[src/rtl/redirect_ctrl.sv]
// Control-flow redirect controller: arbitrates branch/jump/trap requests into a
// registered PC-select and per-stage flush, with stall holding and event counters.
module redirect_ctrl #(
    parameter int NSTAGE   = 4,
    parameter int TRAP_CYC = 3,
    parameter int CNT_W    = 16
) (
    input  logic              clk,
    input  logic              rst_n,
    input  logic              br_taken,
    input  logic              jal,
    input  logic              jalr,
    input  logic              trap,
    input  logic              stall_in,
    output logic [2:0]        pc_sel,
    output logic [NSTAGE-1:0] flush,
    output logic              busy,
    output logic [CNT_W-1:0]  br_cnt,
    output logic [CNT_W-1:0]  jmp_cnt,
    output logic [CNT_W-1:0]  trap_cnt
);

    typedef enum logic [1:0] {
        IDLE  = 2'd0,
        HOLD  = 2'd1,
        TRAPF = 2'd2
    } state_t;

    // Request codes are ordered by priority so a plain magnitude compare arbitrates.
    localparam logic [2:0] R_NONE = 3'd0;
    localparam logic [2:0] R_JAL  = 3'd1;
    localparam logic [2:0] R_JALR = 3'd2;
    localparam logic [2:0] R_BR   = 3'd3;
    localparam logic [2:0] R_TRAP = 3'd4;

    localparam logic [3:0]        TRAP_LOAD = 4'(TRAP_CYC);
    localparam logic [NSTAGE-1:0] FL_ALL    = '1;
    localparam logic [NSTAGE-1:0] FL_JMP    = NSTAGE'(1);
    localparam logic [NSTAGE-1:0] FL_BR     = NSTAGE'(3);

    state_t            state_reg, state_next;
    logic [2:0]        pend_reg, pend_next;
    logic [3:0]        tcnt_reg, tcnt_next;
    logic [2:0]        sel_reg, sel_next;
    logic [NSTAGE-1:0] flush_reg, flush_next;
    logic [2:0]        new_req;
    logic [2:0]        win_req;
    logic [2:0]        issue;
    logic [2:0]        inc;
    logic [2:0][CNT_W-1:0] cnt_vec;

    always_comb begin
        new_req = R_NONE;
        if (trap)          new_req = R_TRAP;
        else if (br_taken) new_req = R_BR;
        else if (jalr)     new_req = R_JALR;
        else if (jal)      new_req = R_JAL;
    end

    always_comb begin
        state_next = state_reg;
        pend_next  = pend_reg;
        tcnt_next  = tcnt_reg;
        issue      = R_NONE;
        sel_next   = 3'd0;
        flush_next = '0;
        win_req    = (new_req > pend_reg) ? new_req : pend_reg;

        case (state_reg)
            IDLE: begin
                if (new_req != R_NONE) begin
                    if (stall_in) begin
                        pend_next  = new_req;
                        state_next = HOLD;
                    end else begin
                        issue = new_req;
                    end
                end
            end
            HOLD: begin
                if (stall_in) begin
                    pend_next = win_req;
                end else begin
                    issue      = win_req;
                    pend_next  = R_NONE;
                    state_next = IDLE;
                end
            end
            TRAPF: begin
                // Stalls and lesser requests are swallowed while the trap flush drains.
                if (trap) begin
                    issue = R_TRAP;
                end else begin
                    tcnt_next = tcnt_reg - 4'd1;
                    if (tcnt_reg <= 4'd1) state_next = IDLE;
                end
            end
            default: state_next = IDLE;
        endcase

        if (issue == R_TRAP) begin
            state_next = TRAPF;
            tcnt_next  = TRAP_LOAD;
        end

        case (issue)
            R_BR:    begin sel_next = 3'd1; flush_next = FL_BR;  end
            R_JAL:   begin sel_next = 3'd2; flush_next = FL_JMP; end
            R_JALR:  begin sel_next = 3'd3; flush_next = FL_JMP; end
            R_TRAP:  begin sel_next = 3'd4; flush_next = FL_ALL; end
            default: flush_next = (state_next == TRAPF) ? FL_ALL : '0;
        endcase

        inc[0] = (issue == R_BR);
        inc[1] = (issue == R_JAL) || (issue == R_JALR);
        inc[2] = (issue == R_TRAP);
    end

    always_ff @(posedge clk or negedge rst_n) begin
        if (!rst_n) begin
            state_reg <= IDLE;
            pend_reg  <= R_NONE;
            tcnt_reg  <= 4'd0;
            sel_reg   <= 3'd0;
            flush_reg <= '0;
        end else begin
            state_reg <= state_next;
            pend_reg  <= pend_next;
            tcnt_reg  <= tcnt_next;
            sel_reg   <= sel_next;
            flush_reg <= flush_next;
        end
    end

    // Saturating event counters: 0 = branch, 1 = jal/jalr, 2 = trap.
    for (genvar gi = 0; gi < 3; gi++) begin : g_cnt
        logic [CNT_W-1:0] cnt_reg;
        always_ff @(posedge clk or negedge rst_n) begin
            if (!rst_n) begin
                cnt_reg <= '0;
            end else if (inc[gi] && (cnt_reg != {CNT_W{1'b1}})) begin
                cnt_reg <= cnt_reg + CNT_W'(1);
            end
        end
        assign cnt_vec[gi] = cnt_reg;
    end

    assign pc_sel   = sel_reg;
    assign flush    = flush_reg;
    assign busy     = (state_reg != IDLE);
    assign br_cnt   = cnt_vec[0];
    assign jmp_cnt  = cnt_vec[1];
    assign trap_cnt = cnt_vec[2];

endmodule
[config.mk]
export PLATFORM = sky130hd
export DESIGN_NAME = redirect_ctrl
export DESIGN_NICKNAME = d
export VERILOG_FILES = /design/src/rtl/redirect_ctrl.sv
export SDC_FILE = /design/constraint.sdc
export NUM_CORES = 1
export LEC_CHECK = 0
export CORE_MARGIN = 3
export CORE_UTILIZATION = 47
export CTS_CLUSTER_SIZE = 28
export DETAILED_ROUTE_END_ITERATION = 16
export GPL_ROUTABILITY_DRIVEN = 0
export PLACE_DENSITY = 0.76
export SLEW_MARGIN = 5
export SYNTH_ARGS = -nofsm -noshare
export SYNTH_HDL_FRONTEND = slang
export SYNTH_SLANG_ARGS = --single-unit
[constraint.sdc]
create_clock -name clk -period 2.4 [get_ports clk]
set_clock_uncertainty 0.1 [all_clocks]
set_input_delay 0.48 -clock clk [delete_from_list [all_inputs] [get_ports clk]]
set_output_delay 0.48 -clock clk [all_outputs]
set_load 0.02 [all_outputs]
==> results of run 1 <==
-- routing by layer --
layer	track usage (%)	part of all wire [%]	vias to the layer above
met5	0	0	-
met4	5.49	1.3	0
met3	5.35	4.7	13
met2	40.2	52	83
met1	29.3	42	1496
li1	-	-	1363
-- final cells by class --
class | instances | area (µm²)
fill | 370 | 1160
multi-input combinational | 220 | 2020
clock buffer | 13 | 159
clock inverter | 3 | 65.1
timing repair buffer | 143 | 1370
inverter | 13 | 56.3
tap | 77 | 96.3
sequential | 63 | 1580
-- power by group --
group | switching [mW] | internal, mW | total [mW]
Clock | 0.409 | 0.641 | 1.05
Combinational | 1.18 | 1.32 | 2.50
Sequential | 0.211 | 1.26 | 1.47
Total | 1.80 | 3.22 | 5.02
-- final timing paths --
kind	from	to	cells after the start
min in group clk	br_cnt[10]	br_cnt[10]	1
max in group asynchronous	rst_n	jmp_cnt[13]	2
hold reg to reg	br_cnt[10]	br_cnt[10]	1
hold / removal	rst_n	pend_reg[1]	2
setup / recovery	jalr	jmp_cnt[14]	13
setup reg to reg	pend_reg[0]	jmp_cnt[14]	10
-- metrics by stage --
stage / power [mW] / std cells / instance area [µm²] / setup TNS, ns / setup WS (ns)
after floorplan: 2.50 / 302 / 3380 / -14.36 / -0.452
after global placement: 3.33 / 485 / 4450 / -49.22 / -0.943
after detailed placement: 3.41 / 485 / 4450 / -55.89 / -1.07
after CTS: 4.86 / 523 / 5140 / -6.10 / -0.252
after global routing: 5.25 / 532 / 5340 / -11.74 / -0.343
final: 5.02 / 532 / 5340 / -7.92 / -0.259
-- cell families (layout without fill, tap and decap cells) --
kind of cell,count (synthesis),count (layout)
flops,63,63
buf+inv,19,172
mux,7,7
compound gates,28,28
fa+ha+maj,7,7
simple gates,132,132
xor+xnor,46,46
-- timing repair --
item | in CTS | in global routing
endpoints found under the setup margin | 62 | 57
pin swaps | 51 | 19
gates cloned | 1 | 0
gates resized for setup | 79 | 23
hold endpoints to repair | 0 | 0
setup buffers | 23 | 9
-- cells in the final DEF (no fill, tap or decap), types with 6 or more instances in the layout --
cell type	count
dfrtp_1	63
clkdlybuf4s50_1	57
buf_4	52
xnor2_1	28
buf_6	27
nand2_1	24
nand3_1	12
inv_1	11
xor2_1	11
nand4_1	11
clkbuf_8	11
nor2_1	10
and3_1	10
nand3_2	10
xnor2_2	7
nor3_1	6
mux2_4	6
nor3_4	6
==> impl_metrics.prom, run 1 <==
# TYPE chip_impl_metric gauge
chip_impl_metric{name="first_pass_grt_wire_length",unit="µm"} 14100
chip_impl_metric{name="die_x",unit="µm"} 88.9
chip_impl_metric{name="grt_pass1_vias",unit=""} 2943
chip_impl_info{name="critPathTopFamily",value="simple AND/OR/NAND/NOR gates"} 1
chip_impl_metric{name="power_density",unit="nW/µm²"} 941
chip_impl_metric{name="initial_utilization",unit="%"} 49.7
chip_impl_metric{name="htree_levels",unit=""} 3
chip_impl_metric{name="critPathRequiredTime",unit="ns"} 2.50
chip_impl_metric{name="synth-simple-area-share",unit="%"} 22.9
chip_impl_metric{name="ioPinCount",unit=""} 63
chip_impl_metric{name="cts_buffer_depth",unit=""} 2
chip_impl_info{name="cp-end-kind",value="flop"} 1
chip_impl_info{name="failed_checks",value="setup timing"} 1
chip_impl_metric{name="yosys.area_share.xor_xnor",unit="%"} 12.5
chip_impl_metric{name="regToRegSetupSlack",unit="ns"} -0.25
chip_impl_metric{name="actual_transition_at_the_worst_max_transition_pin",unit="ns"} 0.427
chip_impl_metric{name="power.leakage",unit="nW"} 2.41
chip_impl_info{name="setup_repair_after_global_routing_missed_its_margin",value="true"} 1
chip_impl_metric{name="die_y",unit="µm"} 88.9
chip_impl_info{name="min_path_type",value="input port to async pin"} 1
chip_impl_info{name="synth_area_leader_cell",value="dfrtp_1"} 1
chip_impl_metric{name="average_cell_area_after_synthesis",unit="µm²"} 10.7
chip_impl_metric{name="area_of_the_core",unit="µm²"} 6490
chip_impl_metric{name="wl_per_cell",unit="µm"} 17.4
chip_impl_metric{name="muxShareOfSynthArea",unit="%"} 2.52
chip_impl_info{name="run_status",value="finished, violations left"} 1
chip_impl_info{name="synth_top_family_by_area",value="simple AND/OR/NAND/NOR gates"} 1
chip_impl_metric{name="setup_violators_final",unit=""} 53
chip_impl_metric{name="rows",unit=""} 29
chip_impl_metric{name="mappedNetlistArea",unit="µm²"} 3230
chip_impl_metric{name="port_buffers",unit=""} 62
chip_impl_metric{name="numCtsBuffers",unit=""} 9
chip_impl_metric{name="cts.clk_slew.worst_paths",unit="ns"} 0.08
chip_impl_metric{name="timing.fmax",unit="MHz"} 376
chip_impl_metric{name="critical_path.n_buffers_inverters",unit=""} 3
chip_impl_metric{name="max_cap_viol_count",unit=""} 0
chip_impl_metric{name="grt_start_max_net_pins",unit=""} 64
chip_impl_metric{name="drt_iter0_markers",unit=""} 97
chip_impl_metric{name="synth_sequential_area_ratio",unit="%"} 48.8
chip_impl_metric{name="antenna_fix_cells",unit=""} 0
chip_impl_metric{name="cpPeakStageDelay",unit="ns"} 0.35
chip_impl_metric{name="ys_ff_latch",unit=""} 63
chip_impl_metric{name="dr.pass1.iters",unit=""} 5
chip_impl_metric{name="period_share",unit="%"} 111
chip_impl_metric{name="antenna_found_initial",unit=""} 0
chip_impl_info{name="cts.root.buffer_cell",value="clkbuf_8"} 1
chip_impl_metric{name="yosys_warnings",unit=""} 0
chip_impl_metric{name="arrival_time_of_data_at_the_critical_path_endpoint",unit="ns"} 2.76
chip_impl_metric{name="peak_vdd_ir",unit="V"} 0.000588
chip_impl_info{name="startpoint_type",value="input port"} 1
chip_impl_metric{name="ys_async_sr_fraction",unit="%"} 100
chip_impl_metric{name="period_needed",unit="ns"} 2.66
chip_impl_metric{name="synthDominantCellAreaShare",unit="%"} 48.8
chip_impl_info{name="synthFlopType",value="dfrtp_1"} 1
chip_impl_metric{name="post_drt_via_cell_ratio",unit=""} 5.55
chip_impl_metric{name="final_core_utilization",unit="%"} 82.1
chip_impl_info{name="synth.top_cells.by_area",value="dfrtp_1 49%, xnor2_1 9.5%, nand3_1 4.0%"} 1
chip_impl_metric{name="grt_usage",unit="%"} 23.1
chip_impl_info{name="synth_commonest_cells",value="63 x dfrtp_1, 35 x xnor2_1, 29 x nand2_1, 26 x nand3_1, 15 x nor2_1"} 1
chip_impl_metric{name="num_vias",unit=""} 2955
chip_impl_metric{name="critical_path.max_fanout",unit=""} 8
chip_impl_metric{name="holdWs",unit="ns"} 0.0203
chip_impl_metric{name="final.setup.worst_slack",unit="ns"} -0.259
chip_impl_metric{name="synth_edf_count",unit=""} 0
chip_impl_info{name="tritoncts_clock_tree",value="built"} 1
chip_impl_metric{name="final-max-slew-violation-count",unit=""} 0
chip_impl_metric{name="fraction_of_the_mapped_netlist_area_in_compound_gates",unit="%"} 8.02
chip_impl_info{name="critical_path.cell_chain",value="buf_6 -> nor2b_4 -> o21ai_4 -> ha_4 -> nor3_2 -> o211ai_2 -> nand2_1 -> mux2_4 -> nor4b_4 -> buf_4 -> buf_12 -> nand4_1 -> xnor2_2"} 1
chip_impl_metric{name="finalNetCount",unit=""} 464
chip_impl_info{name="yosysMostFrequentCell",value="dfrtp_1"} 1
chip_impl_metric{name="syn-instance-count",unit=""} 302
chip_impl_metric{name="floorplan.die_area",unit="µm²"} 7900
chip_impl_metric{name="drt_wl_total",unit="µm"} 9230
chip_impl_metric{name="antenna_left",unit=""} 0
chip_impl_metric{name="cts_sinks",unit=""} 63
chip_impl_metric{name="clock_latency_at_the_later_pin_of_the_worst_skew_pair",unit="ns"} 0.34
chip_impl_metric{name="synth-adder-area-share",unit="%"} 2.71
chip_impl_metric{name="cts.hold.buffers_added",unit=""} 0
chip_impl_metric{name="synthesis.nets",unit=""} 316
chip_impl_metric{name="detail_route.drc_violations",unit=""} 0
chip_impl_metric{name="area_growth_syn_to_layout",unit="%"} 65.1
chip_impl_metric{name="global_route.overflow_total",unit=""} 0
chip_impl_metric{name="drive_gt1_share",unit="%"} 37.8
chip_impl_info{name="critical_path_class",value="input port to flop"} 1
chip_impl_info{name="slowest_stage_cell_on_the_critical_path",value="mux2_4"} 1
chip_impl_metric{name="yosysUniqueCellTypes",unit=""} 53
chip_impl_metric{name="hold_violations",unit=""} 0
chip_impl_metric{name="place_hpwl",unit="µm"} 5480
chip_impl_metric{name="slew_headroom",unit="%"} 71.5
(Power assumes the default switching activity.)
==> inputs of run 2 (changes only) <==
--- a/config.mk
+++ b/config.mk
@@ -5,6 +5,7 @@
 export SDC_FILE = /design/constraint.sdc
 export NUM_CORES = 1
 export LEC_CHECK = 0
+export CORE_ASPECT_RATIO = 0.75
 export CORE_MARGIN = 3
 export CORE_UTILIZATION = 47
 export CTS_CLUSTER_SIZE = 28
@@ -15,3 +16,4 @@
 export SYNTH_ARGS = -nofsm -noshare
 export SYNTH_HDL_FRONTEND = slang
 export SYNTH_SLANG_ARGS = --single-unit
+export TNS_END_PERCENT = 10
==> impl_metrics.prom, run 2 (synthesized netlist as in run 1, its figures left out) <==
# TYPE chip_impl_metric gauge
chip_impl_metric{name="grt_pass1_vias",unit=""} 2862
chip_impl_metric{name="post_drt_via_cell_ratio",unit=""} 5.39
chip_impl_metric{name="max_cap_viol_count",unit=""} 0
chip_impl_metric{name="final-instance-count-excl-fill",unit=""} 520
chip_impl_metric{name="num_vias",unit=""} 2804
chip_impl_metric{name="design_power_total",unit="mW"} 4.61
chip_impl_metric{name="setup_violators_final",unit=""} 46
chip_impl_metric{name="slew_headroom",unit="%"} 53.1
chip_impl_metric{name="rows",unit=""} 25
chip_impl_info{name="failed_checks",value="setup timing"} 1
chip_impl_metric{name="antenna_found_initial",unit=""} 0
chip_impl_info{name="leading_cell_type_in_the_layout_fill_and_taps_excluded",value="dfrtp_1"} 1
chip_impl_metric{name="drive_gt1_share",unit="%"} 30.3
chip_impl_info{name="crit_path_end",value="jmp_cnt[9]"} 1
chip_impl_metric{name="hold_violations",unit=""} 0
chip_impl_metric{name="cts_buffer_depth",unit=""} 2
chip_impl_info{name="crit_start",value="jal"} 1
chip_impl_info{name="worstReg2RegEnd",value="jmp_cnt[9]"} 1
chip_impl_metric{name="first_pass_grt_wire_length",unit="µm"} 14200
chip_impl_metric{name="finalNetCount",unit=""} 449
chip_impl_metric{name="cts.clk_slew.worst_paths",unit="ns"} 0.07
chip_impl_metric{name="dr.pass1.iters",unit=""} 4
chip_impl_metric{name="ioPinCount",unit=""} 63
chip_impl_info{name="run_status",value="finished, violations left"} 1
chip_impl_metric{name="period_needed",unit="ns"} 2.73
chip_impl_metric{name="area_of_the_core",unit="µm²"} 6470
chip_impl_metric{name="floorplan.die_area",unit="µm²"} 7910
chip_impl_metric{name="final_core_utilization",unit="%"} 76.1
chip_impl_metric{name="regToRegSetupSlack",unit="ns"} -0.31
chip_impl_metric{name="power_density",unit="nW/µm²"} 935
chip_impl_metric{name="numCtsBuffers",unit=""} 9
chip_impl_metric{name="wl_per_cell",unit="µm"} 16.4
chip_impl_metric{name="grt_start_max_net_pins",unit=""} 44
chip_impl_metric{name="final.setup.worst_slack",unit="ns"} -0.331
chip_impl_info{name="setup_repair_after_global_routing_missed_its_margin",value="true"} 1
chip_impl_metric{name="actual_transition_at_the_worst_max_transition_pin",unit="ns"} 0.701
chip_impl_metric{name="initial_utilization",unit="%"} 49.9
chip_impl_metric{name="pre_cts_ws",unit="ns"} -1.04
chip_impl_metric{name="grt_usage",unit="%"} 22.6
chip_impl_metric{name="power.leakage",unit="nW"} 2.17
chip_impl_metric{name="cts_sinks",unit=""} 63
chip_impl_metric{name="dp.cells",unit=""} 484
chip_impl_info{name="startpoint_type",value="input port"} 1
chip_impl_info{name="most-common-layout-cells",value="63 x dfrtp_1, 57 x clkdlybuf4s50_1, 53 x buf_4, 33 x xnor2_1, 26 x nand2_1"} 1
chip_impl_metric{name="arrival_time_of_data_at_the_critical_path_endpoint",unit="ns"} 2.86
chip_impl_metric{name="drt_wl_total",unit="µm"} 8500
chip_impl_metric{name="place_hpwl",unit="µm"} 5500
chip_impl_info{name="cts.root.buffer_cell",value="clkbuf_8"} 1
chip_impl_metric{name="drt_iter0_markers",unit=""} 84
chip_impl_metric{name="timing.fmax",unit="MHz"} 366
chip_impl_metric{name="antenna_fix_cells",unit=""} 0
chip_impl_metric{name="global_route.overflow_total",unit=""} 0
chip_impl_metric{name="placed_cell_area",unit="µm²"} 4300
chip_impl_info{name="cp-end-kind",value="flop"} 1
chip_impl_metric{name="detail_route.drc_violations",unit=""} 0
chip_impl_metric{name="antenna_left",unit=""} 0
chip_impl_metric{name="cts.hold.buffers_added",unit=""} 0
chip_impl_info{name="critical_path_class",value="input port to flop"} 1
chip_impl_metric{name="clock_latency_at_the_later_pin_of_the_worst_skew_pair",unit="ns"} 0.34
chip_impl_metric{name="final-max-slew-violation-count",unit=""} 0
chip_impl_metric{name="die_y",unit="µm"} 77.8
chip_impl_info{name="tritoncts_clock_tree",value="built"} 1
chip_impl_metric{name="peak_vdd_ir",unit="V"} 0.000519
chip_impl_metric{name="htree_levels",unit=""} 3
chip_impl_metric{name="area_growth_syn_to_layout",unit="%"} 52.5
chip_impl_metric{name="die_x",unit="µm"} 102
chip_impl_info{name="worstReg2RegStart",value="pend_reg[0]"} 1
chip_impl_metric{name="period_share",unit="%"} 114
chip_impl_metric{name="fin_area",unit="µm²"} 4930
chip_impl_metric{name="port_buffers",unit=""} 62
chip_impl_metric{name="critPathRequiredTime",unit="ns"} 2.53
chip_impl_info{name="min_path_type",value="input port to async pin"} 1
chip_impl_metric{name="r2r_cells",unit=""} 11
chip_impl_metric{name="critical_path.max_fanout",unit=""} 8
run 2: changes by cell type in the layout (fill, tap and decap cells not counted), sizes merged:
cell / before / now
buf: 85 / 71
bufinv: 2 / 1
clkbuf: 14 / 10
clkinv: 1 / 2
clkinvlp: 0 / 2
run 2: metal layers:
metal	vias up	track usage, %	part of all wire [%]
met5	-	0	0
met4	0	4.65	1.3
met3	10	6.47	4.6
met2	76	35.2	48
met1	1395	31.5	46
li1	1323	-	-
run 2: worst min path at each step:
stage,startpoint,to,slack (ns)
after floorplan,rst_n,br_cnt[0],0.08
after global placement,rst_n,tcnt_reg[2],0.37
after detailed placement,rst_n,tcnt_reg[2],0.38
final,rst_n,pend_reg[1],0.002
after global routing,rst_n,jmp_cnt[2],0.04
after CTS,rst_n,jmp_cnt[12],0.01
run 2: timing repair:
| item | in CTS | in global routing |
|---|---|---|
| buffers inserted | 17 | 4 |
| gates resized for setup | 54 | 21 |
| setup endpoints to repair | 62 | 52 |
| pin swaps | 25 | 16 |
run 2: power by group:
| part | switching [mW] | internal, mW |
|---|---|---|
| combinational | 1.09 | 1.12 |
| sequential | 0.194 | 1.26 |
| clock | 0.432 | 0.502 |
| total | 1.72 | 2.89 |
run 2: per-stage QoR:
step                hold WS, ns  TNS (ns)
finish                  0.00176     -6.64
global route             0.0366    -11.23
CTS                      0.0141     -3.54
detailed placement        0.377    -54.43
global placement          0.372    -50.21
floorplan                0.0844    -14.18
run 2: cell type report:
type | instances | area [µm²]
clock buffer | 10 | 138
clock inverter | 5 | 58.8
fill | 441 | 1550
inverter | 13 | 51.3
multi-input combinational | 220 | 1810
sequential | 63 | 1580
tap | 81 | 101
timing repair buffer | 128 | 1190
run 2: critical path, cell delays in order:
cell and delay [ns]:
buf_6 0.09, nor2b_4 0.12, o21ai_4 0.16, ha_4 0.25, o21ai_4 0.16, o211ai_4 0.12
buf_4 0.16, nand2_4 0.07, mux2_4 0.32, nor4b_4 0.36, buf_12 0.17, buf_6 0.10
nand4_1 0.12, xnor2_1 0.18
==> RTL edit 1, RTL diff (flow settings as in run 2) <==
Change the parameter `CNT_W` from 16 to 32.
--- a/src/rtl/redirect_ctrl.sv
+++ b/src/rtl/redirect_ctrl.sv
@@ -3,7 +3,7 @@
 module redirect_ctrl #(
     parameter int NSTAGE   = 4,
     parameter int TRAP_CYC = 3,
-    parameter int CNT_W    = 16
+    parameter int CNT_W    = 32
 ) (
     input  logic              clk,
     input  logic              rst_n,
Ports: changed (resized br_cnt, jmp_cnt and trap_cnt); port bits go from 63 to 111. No check against the original RTL was run, so the function may have changed too.
==> RTL edit 1 against run 2 <==
  * The run still ends with negative setup slack left
  * Count of clock-buffer cells in the layout increased by 1
  * Area after synthesis increased by 71%
  * Worst setup slack got worse by 0.064 ns
  * Power increased by 32%
  * First-iteration DRC count increased to 3.8 times the old value
  * Synthesized cell count increased by 73%
  * Die area increased by 65%
  * Sequential cell count increased by 48
  * Critical path depth decreased by 3
  * Design area increased by 64%
  * Routed wire length increased by 75%
  * Largest cell class unchanged
  * Largest power group unchanged
==> RTL edit 1: results (changes against run 2) <==
metric,value,unit,change
library cells used by synthesis,52,,-1.9%
first-pass GRT wire length,24300,µm,+71%
# nets final,714,,+59%
violated checks,negative setup slack,,
Peak supply drop,0.388,mV,-25%
drt first pass iters,4,,unchanged
worst hold path class,in -> async,,
R2R Path End,trap_cnt[22],,
DR WL/cell,17.3,µm,+5.8%
cell leakage power,3.54,nW,+64%
CP top delay family,compound AO/OA/AOI/OAI gates,,
worst path buffer plus inverter count,3,,-1
Worst path slowest cell,dfrtp_1,,
global routing usage on met2,37.9,%,+2.7 points
synth cell count leaders,"dfrtp_1, xnor2_1, nand2_1",,
vias in the first global route,4919,,+72%
top area cells in the synthesized netlist,"dfrtp_1, xnor2_1, nand4_1",,
grt met3 use,4.84,%,-1.6 points
sequential element share of the synthesized area,50.4,%,+1.6 points
Finish-stage setup viols,105,,+130%
dpl hpwl,9930,µm,+80%
clock root buffer,clkbuf_16,,
drt initial violations,323,,+280%
largest net degree at the start of global routing,41,,-6.8%
final worst slack,-0.395,ns,-0.0642 ns
Fin Setup TNS,-22.41,ns,-15.77 ns
Worst path max stage delay,0.40,ns,+0.04 ns
Vias per Instance,5.49,,+1.8%
cts bufs inserted,9,,unchanged
PortBufs,110,,+77%
WP data arrival,2.93,ns,+0.07 ns
outcome,"finished, violations left",,
worst-margin pin slew,0.543,ns,-0.158 ns
met1 Use GR,31.0,%,-0.45 points
Post-Syn Nets,537,,+70%
share of cells above drive strength 1,24.8,%,-5.5 points
RR Startpoint,pend_reg[2],,
Max Fanout on Critical Path,6,,-2
Clock Latency Late Sink,0.35,ns,
GRT Total Usage,23.0,%,+0.45 points
reg2reg path depth,11,,unchanged
==> RTL edit 1: cell types whose count changed in the layout (fill, tap and decap cells not counted), sizes merged, moves of 10 or more <==
| cell | before | now |
|---|---|---|
| nand3 | 26 | 36 |
| nor2 | 15 | 26 |
| clkdlybuf4s50 | 57 | 105 |
| nand2 | 29 | 58 |
| and3 | 11 | 22 |
| xor2 | 11 | 30 |
| xnor2 | 35 | 68 |
| dfrtp | 63 | 111 |
| nand4 | 11 | 42 |
==> RTL edit 1: worst max-delay path by stage <==
stage / from / slack [ns] / cells past startpoint / to
3_3_place_gp: trap / -0.94 / 10 / trap_cnt[22]
5_1_grt: pend_reg[2] / -0.48 / 10 / jmp_cnt[24]
4_1_cts: pend_reg[2] / -0.39 / 10 / jmp_cnt[18]
3_5_place_dp: trap / -0.99 / 10 / trap_cnt[22]
6_report: pend_reg[2] / -0.40 / 11 / trap_cnt[22]
2_1_floorplan: jalr / -0.44 / 12 / trap_cnt[6]
==> RTL edit 1: cells by family after synthesis <==
kind of cell	synth area share [%]
flops	50.4
mux	0.409
compound gates	4.49
simple gates	24.7
buf+inv	2.72
fa+ha+maj	1.59
xor+xnor	15.7
==> RTL edit 1: report_power, final <==
| group | internal, mW | total (mW) | leakage [nW] | switching, mW |
|---|---|---|---|---|
| sequential | 2.08 | 2.33 | 1.49 | 0.250 |
| combinational | 1.19 | 2.36 | 1.92 | 1.18 |
| clock | 0.717 | 1.40 | 0.136 | 0.688 |
| total | 3.98 | 6.10 | 3.54 | 2.11 |
==> RTL edit 1: metal layers <==
layer	vias up	share of wire (%)
met1	2381	45
met3	26	4.2
li1	2187	-
met5	-	0
met2	140	49
met4	0	1.6
==> RTL edit 1: area by class of cell <==
cell class              instances  area [µm²]
multi-input cells             382        3040
clock inverters                 5        42.5
well taps                     157         196
inverters                      14        55.1
repair buffers                182        1740
flip-flops and latches        111        2780
clock buffers                  11         233
fillers                       770        3100
==> RTL edit 1: stage by stage <==
| stage | total power, mW | std cells | hold WS (ns) | worst slack (ns) | area, µm² |
|---|---|---|---|---|---|
| floorplan | 3.34 | 523 | 0.0844 | -0.438 | 5580 |
| detailed placement | 4.11 | 822 | 0.383 | -0.991 | 7180 |
| finish | 6.10 | 862 | 0.00854 | -0.395 | 8090 |
| global placement | 4.04 | 822 | 0.374 | -0.943 | 7180 |
| global route | 6.37 | 862 | 0.0326 | -0.476 | 8090 |
| CTS | 5.90 | 858 | 0.0234 | -0.393 | 7850 |
==> RTL edit 1: what timing repair did <==
item / CTS / global route
gates resized for setup: 62 / 50
cloned: 2 / 1
endpoints found under the setup margin: 107 / 107
hold buffers: 0 / 0
pin swaps: 40 / 38
buffers inserted: 19 / 3
==> RTL edit 2, RTL diff (config.mk and constraints of run 2) <==
Made on the original files. Re-encode `state_t` (3 states) as one-hot, 3 bits wide.
--- a/src/rtl/redirect_ctrl.sv
+++ b/src/rtl/redirect_ctrl.sv
@@ -20,10 +20,10 @@
     output logic [CNT_W-1:0]  trap_cnt
 );
 
-    typedef enum logic [1:0] {
-        IDLE  = 2'd0,
-        HOLD  = 2'd1,
-        TRAPF = 2'd2
+    typedef enum logic [2:0] {
+        IDLE  = 3'b001,
+        HOLD  = 3'b010,
+        TRAPF = 3'b100
     } state_t;
 
     // Request codes are ordered by priority so a plain magnitude compare arbitrates.
Formal check against the unedited RTL: no difference found for any inputs over 4 cycles, from zero or initial values and one cycle with rst_n low; so few cycles prove little.
==> RTL edit 2 against run 2 <==
  * Power grew 1.4%
  * Worst setup slack lost 0.26 ns
  * Design area grew 0.84%
  * Synthesized cell count grew 5.6%
  * Highest routed layer unchanged
  * Routed wire length grew 0.27%
  * Register-to-register slack lost 0.17 ns
  * Sequential cell count grew 1
  * Critical endpoint is now br_cnt[11]
  * The run still ends with negative setup slack left
  * Area after synthesis grew 2.4%
  * Critical path type unchanged
  * Clock power grew 25%
  * Non-clock buffer count shrank 6
==> RTL edit 2: results (changes against run 2) <==
metric,value,unit,change
comb_multi_in,238,,+8.2%
DR WL/cell,16.1,µm,-1.8%
warnings from Yosys,0,,unchanged
"Non-clock buffers, area share",22.7,%,-1.5 points
register area,1600,µm²,+1.7%
violated checks,negative setup slack,,
post-layout util,75.6,%,-0.46 points
max_slew headroom,60.9,%,+7.9 points
seq_cells,64,,+1.6%
Fin Setup TNS,-25.64,ns,-18.99 ns
row cnt,25,,unchanged
initial antenna violation count,0,,unchanged
Max Fanout on Critical Path,7,,-1
Filler Cell Count,445,,+0.91%
Clock Latency Late Sink,0.36,ns,+0.02 ns
"FFs w/ async S/R, synth",100,%,unchanged
Int Power,2.98,mW,+3.3%
total power draw,4.67,mW,+1.4%
Antenna Cells,0,,unchanged
cts bufs inserted,9,,unchanged
# nets final,459,,+2.2%
Vias per Instance,5.50,,+1.9%
comb pwr,2.01,mW,-9.0%
drt initial violations,94,,+12%
share of cells above drive strength 1,29.1,%,-1.2 points
clock network area share,5.06,%,+1.1 points
first-pass GRT wire length,14100,µm,-0.83%
final worst slack,-0.589,ns,-0.259 ns
DP Area,4440,µm²,+3.3%
Post-Syn Nets,333,,+5.4%
Non-CTS inverters,10,,-3
Finish-stage setup viols,61,,+33%
clock root buffer,clkbuf_8,,
vias in the first global route,2892,,+1.0%
worst hold path class,in -> async,,
# resized after CTS,46,,-15%
dpl hpwl,5900,µm,+7.1%
Worst path max stage delay,0.38,ns,+0.02 ns
cell leakage power,2.22,nW,+2.4%
outcome,"finished, violations left",,
synth cell count leaders,"dfrtp_1, nand2_1, nor2_1",,
largest net degree at the start of global routing,42,,-4.5%
drt first pass iters,4,,unchanged
Buffers excl. clock,122,,-4.7%
Peak supply drop,0.609,mV,+17%
Max clock buf depth,2,,unchanged
hold slack,0.0101,ns,+0.00829 ns
Worst path slowest cell,a211o_4,,
GRT Total Usage,22.4,%,-0.19 points
top area cells in the synthesized netlist,"dfrtp_1, xor2_1, xnor2_1",,
sequential element share of the synthesized area,48.4,%,-0.35 points
PortBufs,62,,unchanged
buffer count from post-CTS setup fixing,6,,-11
WP data arrival,3.16,ns,+0.30 ns
multi-input combinational area share,37.1,%,+0.40 points
flop2flop setup slack,-0.48,ns,-0.17 ns
clk slew on worst S/H paths,0.08,ns,
[RTL edit 2: changes by cell type after synthesis, sizes merged, moves of 4 or more]
cell | run 2 | this run
nor2 | 15 | 25
nand3 | 26 | 21
nor2b | 6 | 2
xor2 | 11 | 23
nand2b | 1 | 5
nor4 | 5 | 9
xnor2 | 35 | 21
[RTL edit 2: worst max-delay path: cells and delay by family]
family          cells  cell delay, ns
simple gates        5            0.92
compound gates      3            0.81
buf+inv             4            0.53
fa+ha+maj           1            0.23
xor+xnor            1            0.18
[RTL edit 2: path summary, 6_finish.rpt]
check	from	depth (start not counted)	end
max in group asynchronous	rst_n	2	trap_cnt[15]
min	rst_n	1	jmp_cnt[9]
max	jal	14	br_cnt[11]
min reg2reg	br_cnt[10]	1	br_cnt[10]
min in group clk	br_cnt[10]	1	br_cnt[10]
max reg2reg	pend_reg[0]	11	br_cnt[11]
[RTL edit 2: kinds of logic (layout without fill, tap and decap cells)]
group / Yosys count / in the layout / share of synthesized area [%]
simple gates: 149 / 149 / 25.8
buf+inv: 17 / 148 / 2.35
flops: 64 / 64 / 48.4
compound gates: 31 / 31 / 6.81
fa+ha+maj: 7 / 7 / 2.65
mux: 7 / 7 / 2.34
xor+xnor: 44 / 44 / 11.6
[RTL edit 2: layer usage]
| layer | track usage, % | wire length (µm) | up-vias |
|---|---|---|---|
| li1 | - | - | 1387 |
| met1 | 30.6 | 3870 | 1421 |
| met2 | 34.9 | 3970 | 93 |
| met3 | 5.33 | 527 | 17 |
| met4 | 7.76 | 163 | 0 |
| met5 | 0 | 0 | - |
[RTL edit 2: per-stage QoR]
step                cells  setup WS, ns
floorplan             319        -0.706
global placement      506         -1.24
detailed placement    506         -1.27
CTS                   528        -0.545
global route          531        -0.657
finish                531        -0.589
